--- src/rtl/ethernet_transmit_scheduler.sv ---
// Round-robin scheduler that shares one packet generator among several egress queues.
// Forwards the granted port's payload bytes with one cycle of latency, truncates oversize
// frames, enforces an inter-frame gap after the generator goes idle, and aborts on PLL loss.
module ethernet_transmit_scheduler #(
    parameter int unsigned NUMBER_OF_PORTS        = 4,
    parameter int unsigned INTER_FRAME_GAP_CYCLES = 12,
    parameter int unsigned MAXIMUM_FRAME_BYTES    = 1500,
    parameter int unsigned START_TIMEOUT_CYCLES   = 64
) (
    input  logic                         clock,
    input  logic                         reset_n,
    input  logic                         pll_lock,
    input  logic [NUMBER_OF_PORTS-1:0]   request,
    input  logic [8*NUMBER_OF_PORTS-1:0] request_data,
    input  logic [NUMBER_OF_PORTS-1:0]   request_data_enable,
    input  logic                         transmit_data_valid,
    output logic [NUMBER_OF_PORTS-1:0]   grant,
    output logic [7:0]                   payload_data,
    output logic                         payload_data_enable,
    output logic                         generator_enable,
    output logic                         busy,
    output logic                         frame_truncated,
    output logic                         frame_aborted
);

    localparam int unsigned PW = $clog2(NUMBER_OF_PORTS);
    localparam int unsigned BW = $clog2(MAXIMUM_FRAME_BYTES + 1);
    localparam int unsigned GW = $clog2(INTER_FRAME_GAP_CYCLES + 1);
    localparam int unsigned TW = $clog2(START_TIMEOUT_CYCLES + 1);

    localparam logic [2:0] StIdle   = 3'd0;
    localparam logic [2:0] StStart  = 3'd1;
    localparam logic [2:0] StStream = 3'd2;
    localparam logic [2:0] StDrain  = 3'd3;
    localparam logic [2:0] StGap    = 3'd4;

    logic [2:0]                 state_q, state_d;
    logic [PW-1:0]              ptr_q, ptr_d;
    logic [NUMBER_OF_PORTS-1:0] grant_q, grant_d;
    logic [7:0]                 data_q, data_d;
    logic                       data_en_q, data_en_d;
    logic                       gen_en_q;
    logic                       trunc_q, trunc_d;
    logic                       abort_q, abort_d;
    logic [BW-1:0]              byte_cnt_q, byte_cnt_d;
    logic [GW-1:0]              gap_cnt_q, gap_cnt_d;
    logic [TW-1:0]              start_cnt_q, start_cnt_d;

    logic          found;
    logic [PW-1:0] next_ptr;
    logic [7:0]    g_data;
    logic          g_en;
    logic          lock_lost;

    // Round-robin search: first pending port after the pointer, wrapping N-1 -> 0.
    always_comb begin
        int unsigned idx;
        logic [PW-1:0] idx_p;
        found    = 1'b0;
        next_ptr = ptr_q;
        idx      = 0;
        idx_p    = '0;
        for (int unsigned i = 1; i <= NUMBER_OF_PORTS; i++) begin
            idx   = (32'(ptr_q) + i) % NUMBER_OF_PORTS;
            idx_p = PW'(idx);
            if (!found && request[idx_p]) begin
                found    = 1'b1;
                next_ptr = idx_p;
            end
        end
    end

    // The pointer always names the current grantee, so it selects that port's byte lane.
    always_comb begin
        g_data = 8'(request_data >> {ptr_q, 3'b000});
        g_en   = request_data_enable[ptr_q];
    end

    // Next-state logic; a PLL drop while a frame is owned overrides everything else.
    always_comb begin
        state_d     = state_q;
        ptr_d       = ptr_q;
        grant_d     = grant_q;
        data_d      = 8'h00;
        data_en_d   = 1'b0;
        trunc_d     = 1'b0;
        abort_d     = 1'b0;
        byte_cnt_d  = byte_cnt_q;
        gap_cnt_d   = gap_cnt_q;
        start_cnt_d = start_cnt_q;
        lock_lost   = !pll_lock &&
                      (state_q == StStart || state_q == StStream || state_q == StDrain);

        if (lock_lost) begin
            abort_d   = 1'b1;
            grant_d   = '0;
            gap_cnt_d = '0;
            state_d   = StGap;
        end else begin
            case (state_q)
                StIdle: begin
                    if (pll_lock && found) begin
                        grant_d           = '0;
                        grant_d[next_ptr] = 1'b1;
                        ptr_d             = next_ptr;
                        byte_cnt_d        = '0;
                        start_cnt_d       = '0;
                        state_d           = StStart;
                    end
                end
                StStart: begin
                    if (g_en) begin
                        data_d     = g_data;
                        data_en_d  = 1'b1;
                        byte_cnt_d = BW'(1);
                        state_d    = StStream;
                    end else if (start_cnt_q == TW'(START_TIMEOUT_CYCLES - 1)) begin
                        abort_d   = 1'b1;
                        grant_d   = '0;
                        gap_cnt_d = '0;
                        state_d   = StGap;
                    end else begin
                        start_cnt_d = start_cnt_q + 1'b1;
                    end
                end
                StStream: begin
                    if (!g_en) begin
                        grant_d   = '0;
                        gap_cnt_d = '0;
                        state_d   = StGap;
                    end else if (byte_cnt_q == BW'(MAXIMUM_FRAME_BYTES)) begin
                        // This is the first byte past the limit: stop forwarding.
                        trunc_d = 1'b1;
                        state_d = StDrain;
                    end else begin
                        data_d     = g_data;
                        data_en_d  = 1'b1;
                        byte_cnt_d = byte_cnt_q + 1'b1;
                    end
                end
                StDrain: begin
                    if (!g_en) begin
                        grant_d   = '0;
                        gap_cnt_d = '0;
                        state_d   = StGap;
                    end
                end
                StGap: begin
                    // Gap only starts counting once the generator has gone quiet.
                    if (transmit_data_valid) begin
                        gap_cnt_d = '0;
                    end else if (gap_cnt_q == GW'(INTER_FRAME_GAP_CYCLES - 1)) begin
                        state_d = StIdle;
                    end else begin
                        gap_cnt_d = gap_cnt_q + 1'b1;
                    end
                end
                default: begin
                    grant_d = '0;
                    state_d = StIdle;
                end
            endcase
        end
    end

    // State and output registers.
    always_ff @(posedge clock or negedge reset_n) begin
        if (!reset_n) begin
            state_q     <= StIdle;
            ptr_q       <= PW'(NUMBER_OF_PORTS - 1);
            grant_q     <= '0;
            data_q      <= 8'h00;
            data_en_q   <= 1'b0;
            gen_en_q    <= 1'b0;
            trunc_q     <= 1'b0;
            abort_q     <= 1'b0;
            byte_cnt_q  <= '0;
            gap_cnt_q   <= '0;
            start_cnt_q <= '0;
        end else begin
            state_q     <= state_d;
            ptr_q       <= ptr_d;
            grant_q     <= grant_d;
            data_q      <= data_d;
            data_en_q   <= data_en_d;
            gen_en_q    <= pll_lock;
            trunc_q     <= trunc_d;
            abort_q     <= abort_d;
            byte_cnt_q  <= byte_cnt_d;
            gap_cnt_q   <= gap_cnt_d;
            start_cnt_q <= start_cnt_d;
        end
    end

    assign grant               = grant_q;
    assign payload_data        = data_q;
    assign payload_data_enable = data_en_q;
    assign generator_enable    = gen_en_q;
    assign busy                = (state_q != StIdle);
    assign frame_truncated     = trunc_q;
    assign frame_aborted       = abort_q;

endmodule

--- config.mk ---
export PLATFORM = sky130hd
export DESIGN_NAME = ethernet_transmit_scheduler
export DESIGN_NICKNAME = d
export VERILOG_FILES = /design/src/rtl/ethernet_transmit_scheduler.sv
export SDC_FILE = /design/constraint.sdc
export NUM_CORES = 1
export LEC_CHECK = 0
export BUFFER_PORTS_ARGS = -buffer_cell sky130_fd_sc_hd__buf_2
export CORE_ASPECT_RATIO = 1.1
export CORE_MARGIN = 1
export CORE_UTILIZATION = 40
export CTS_BUF_LIST = sky130_fd_sc_hd__clkbuf_8
export DETAILED_ROUTE_END_ITERATION = 10
export GPL_ROUTABILITY_DRIVEN = 0
export HOLD_SLACK_MARGIN = 0.02
export PLACE_DENSITY = 0.69
export SLEW_MARGIN = 30
export SYNTH_ARGS = -nofsm -noshare
export SYNTH_HDL_FRONTEND = slang
export SYNTH_SLANG_ARGS = --single-unit
--- constraint.sdc ---
create_clock -name clock -period 1.9 [get_ports clock]
set_input_delay 0.19 -clock clock [delete_from_list [all_inputs] [get_ports clock]]
set_output_delay 0.19 -clock clock [all_outputs]
set_load 0.01 [all_outputs]
==> Flow_metrics.wiki <==
{| class="wikitable"
! Metric !! Value
|-
| FFs w/ async S/R, synth || 100.0%
|-
| Die Width || 75.18 µm
|-
| Vias in the first global route || 2057
|-
| Kind of critical path || flip-flop to flip-flop
|-
| Worst Path Required || 2.11 ns
|-
| Clock Skew || 0.005601 ns
|-
| Count of cells along the worst hold path || 2
|-
| Number of top-level design ports || 61
|-
| Antenna violations before repair || 0
|-
| Aggregate global routing overflow || 0
|-
| Number of enable flip-flop cells after synthesis || 0
|-
| Number of max-capacitance violations reported || 0
|-
| Worst Setup Slack post-DPL || -0.1290 ns
|-
| Worst hold endpoint || gap_cnt_q[0]$_DFFE_PN0P_
|-
| Number of placed instances with taps included || 395
|-
| Power, Total || 3.431 mW
|-
| Cell row count || 28
|-
| CTS tree || done
|-
| Library cell used as clock root buffer || sky130_fd_sc_hd__clkbuf_8
|-
| Syn Nets || 281
|-
| Max-slew violation count || 0
|-
| Antenna diode count || 0
|-
| Setup repair after global routing missed its margin || true
|-
| Layout cell share with drive strength beyond 1 || 42.34%
|-
| Hold Crit Class || input port to flip-flop
|-
| Number of failing hold endpoints at the final stage || 0
|-
| Layout Utilization || 58.05%
|-
| Total wire length after detailed routing || 5.354 mm
|-
| CTS buffer count || 5
|-
| Worst ir drop on vdd || 0.0004833 V
|-
| Post-detailed-route wirelength per cell || 13.12 µm
|-
| Area of the core || 5535 µm²
|-
| Reg clk slew, reported paths || 0.08 ns
|-
| Areal power density over the cells || 1068 nW/µm²
|-
| Startpoint of the worst-slack reg-to-reg timing path || ptr_q[0]$_DFFE_PN1P_
|-
| Final std cells w/o fill || 408
|-
| Clock power share || 16.3%
|-
| Overall via count from detail_route || 2172
|-
| Port bufs || 60
|-
| Internal Dissipation || 2.181 mW
|-
| RR Endpoint || byte_cnt_q[9]$_DFFE_PN0P_
|-
| Switching portion of total power || 36.43%
|-
| Final routed DRC violation total || 0
|-
| Clock insertion delay at the later pin of the skew report || 0.29 ns
|-
| Minimum period implied by the final worst setup slack || 1.996 ns
|-
| Sequential share of power || 34.4%
|-
| Register-to-register setup slack || -0.1 ns
|-
| Maximum clock rate || 0.5010 GHz
|-
| Syn Inst Count || 233
|-
| Setup crit end kind || flip-flop
|-
| Largest net degree at the start of global routing || 44
|-
| Hold_sp || transmit_data_valid
|-
| Worst setup SP type || flip-flop
|-
| Syn. warnings || 0
|-
| Violations in the final reports || setup timing
|-
| Worst slew margin relative to its limit || 65.05%
|-
| Count of state elements after synthesis || 43
|-
| Area grow syn2layout || 36.38%
|-
| Area of the mapped netlist || 2356 µm²
|-
| Number of clock sinks || 43
|-
| Number of DRC markers after the initial detailed-route iteration || 144
|-
| Run status || complete, but fails checks
|-
| Clock Path Buffers || 2
|-
| Largest fanout of any net on the critical path || 6
|-
| Most used flip-flop cell after synthesis || sky130_fd_sc_hd__dfrtp_1
|-
| Global-route usage over all layers || 18.91%
|-
| Period utilization || 105.1%
|-
| Mean Syn Cell Area || 10.11 µm²
|-
| P_leak || 1.497 nW
|-
| Sum Neg Setup Slack || -0.4247 ns
|-
| Sequential share of the synthesized area || 45.78%
|-
| Effective utilization at floorplan || 42.56%
|-
| Fin worst setup slack || -0.09599 ns
|-
| Vertical die dimension || 82.49 µm
|-
| Wire length of the first global-routing pass || 8.970 mm
|-
| Setup-failing EPs final || 10
|-
| Post-detailed-route via-to-cell ratio || 5.324
|-
| Logic pwr share || 49.2%
|-
| Initial DRT Pass Iterations || 4
|-
| Logic depth of the worst register-to-register path || 5
|-
| Die ar. || 6201 µm²
|-
| Data arrival time of the critical path || 2.21 ns
|-
| Switching component of the power || 1.250 mW
|-
| Slew at the pin closest to its max-slew limit || 0.5242 ns
|-
| Maximum level of the CTS H-tree || 2
|-
| Final nets || 380
|-
| Antenna violation net count after detailed routing || 0
|-
| Cell variety after synth || 50
|-
| DPL Wire Length || 4.058 mm
|}
placed cells by master (no fill, tap or decap), types with 3 or more instances in the layout:
master	n
sky130_fd_sc_hd__nor2_1	18
sky130_fd_sc_hd__mux4_2	9
sky130_fd_sc_hd__xnor2_1	3
sky130_fd_sc_hd__or2_2	3
sky130_fd_sc_hd__o211ai_1	4
sky130_fd_sc_hd__or4_1	3
sky130_fd_sc_hd__a21o_1	3
sky130_fd_sc_hd__buf_4	36
sky130_fd_sc_hd__ha_1	4
sky130_fd_sc_hd__buf_2	60
sky130_fd_sc_hd__clkbuf_8	5
sky130_fd_sc_hd__nor3_2	3
sky130_fd_sc_hd__inv_1	11
sky130_fd_sc_hd__dfrtp_1	41
sky130_fd_sc_hd__nor3_1	3
sky130_fd_sc_hd__a21oi_1	12
sky130_fd_sc_hd__nand3_1	15
sky130_fd_sc_hd__nor2b_1	12
sky130_fd_sc_hd__o21ai_0	10
sky130_fd_sc_hd__nand2_1	21
sky130_fd_sc_hd__nand2b_1	3
sky130_fd_sc_hd__o21a_1	5
sky130_fd_sc_hd__and3_1	4
repair_timing:
item                                    4_1_cts  5_1_grt
pin swaps                                     1        4
hold buffers                                  1        0
gates cloned                                  0        0
endpoints found under the setup margin       18       25
gates resized for setup                      10        6
setup buffers                                 4        0
hold endpoints to repair                     41        0
synthesized netlist by cell type, types with 3 or more instances:
library cell                n  area [µm²]
sky130_fd_sc_hd__dfrtp_1   41        1026
sky130_fd_sc_hd__nand2_1   21       78.83
sky130_fd_sc_hd__nor2_1    18       67.56
sky130_fd_sc_hd__nand3_1   16       80.08
sky130_fd_sc_hd__a21oi_1   13       65.06
sky130_fd_sc_hd__nor2b_1   12       75.07
sky130_fd_sc_hd__inv_1     10       37.54
sky130_fd_sc_hd__o21ai_0   10       50.05
sky130_fd_sc_hd__mux4_2     9       202.7
sky130_fd_sc_hd__nor3_1     6       30.03
sky130_fd_sc_hd__o21a_1     5       37.54
sky130_fd_sc_hd__and3_1     4       25.02
sky130_fd_sc_hd__ha_1       4       50.05
sky130_fd_sc_hd__o211ai_1   4       30.03
sky130_fd_sc_hd__a21o_1     3       22.52
sky130_fd_sc_hd__a31oi_1    3       18.77
sky130_fd_sc_hd__nand2b_1   3       18.77
sky130_fd_sc_hd__nor4_1     3       18.77
sky130_fd_sc_hd__or2_2      3       18.77
sky130_fd_sc_hd__or4_1      3       22.52
sky130_fd_sc_hd__xnor2_1    3       26.28
critical path, cell delays in order (launching register included):
cell	delay [ns]
sky130_fd_sc_hd__dfstp_2	0.54
sky130_fd_sc_hd__mux4_2	0.32
sky130_fd_sc_hd__nor2_4	0.05
sky130_fd_sc_hd__or4_4	0.51
sky130_fd_sc_hd__or4_1	0.40
sky130_fd_sc_hd__o211ai_1	0.09
metal layers:
layer / GRT usage [%] / part of all wire [%] / vias to the layer above
met5: 0 / 0 / -
li1: - / - / 1059
met2: 32.07 / 50 / 68
met4: 4.444 / 0.71 / 0
met3: 3.883 / 5.2 / 4
met1: 24.88 / 44 / 1041
sequential cells by signal (all words and copies together), names as in the netlist, 2 cells and up:
register      flops
byte_cnt_q       11
payload_data      8
start_cnt_q       7
gap_cnt_q         4
grant             4
state_q           3
ptr_q             2
worst max path at each step:
stage	depth (start not counted)	from	slack (ns)	to
detailed placement	5	ptr_q[0]$_DFFE_PN1P_	-0.13	byte_cnt_q[10]$_DFFE_PN0P_
floorplan	6	ptr_q[0]$_DFFE_PN1P_	-0.1	byte_cnt_q[9]$_DFFE_PN0P_
CTS	5	ptr_q[0]$_DFFE_PN1P_	-0.12	byte_cnt_q[9]$_DFFE_PN0P_
global route	5	ptr_q[0]$_DFFE_PN1P_	-0.18	byte_cnt_q[9]$_DFFE_PN0P_
global placement	5	ptr_q[0]$_DFFE_PN1P_	-0.08	gap_cnt_q[1]$_DFFE_PN0P_
finish	5	ptr_q[0]$_DFFE_PN1P_	-0.1	byte_cnt_q[9]$_DFFE_PN0P_
through the flow:
step | hold WS (ns) | area (µm²)
floorplan | -0.1056 | 2374
global placement | 0.2906 | 2995
detailed placement | 0.2961 | 2995
CTS | 0.1183 | 3179
global route | 0.1462 | 3213
finish | 0.1297 | 3213
power groups by stage:
| stage | Clock (mW) | Combinational [mW] | Sequential [mW] |
|---|---|---|---|
| finish | 0.561 | 1.69 | 1.18 |
| floorplan | 0 | 0.899 | 1.23 |
| detailed placement | 0 | 1.58 | 1.20 |
| global route | 0.614 | 1.86 | 1.20 |
| CTS | 0.584 | 1.68 | 1.18 |
| global placement | 0 | 1.55 | 1.19 |
layout make-up:
cell class,instances,area (µm²)
fillers,504,2322
multi-input cells,174,1318
flip-flops and latches,43,1079
repair buffers,98,600.6
well taps,75,93.84
clock buffers,5,68.82
inverters,10,37.54
clock inverters,3,16.27
cell families (layout without fill, tap and decap cells):
group	count (synthesis)	in the layout	share of synthesized area [%]
and+or+nand+nor	100	100	22.62
muxes	11	11	9.453
buffers and inverters	16	116	2.762
AOI/OAI and AO/OA	56	56	16.15
xor gates and xnor gates	3	3	1.115
adders and majority gates	4	4	2.124
DFF	43	43	45.78
(Power assumes the default switching activity.)
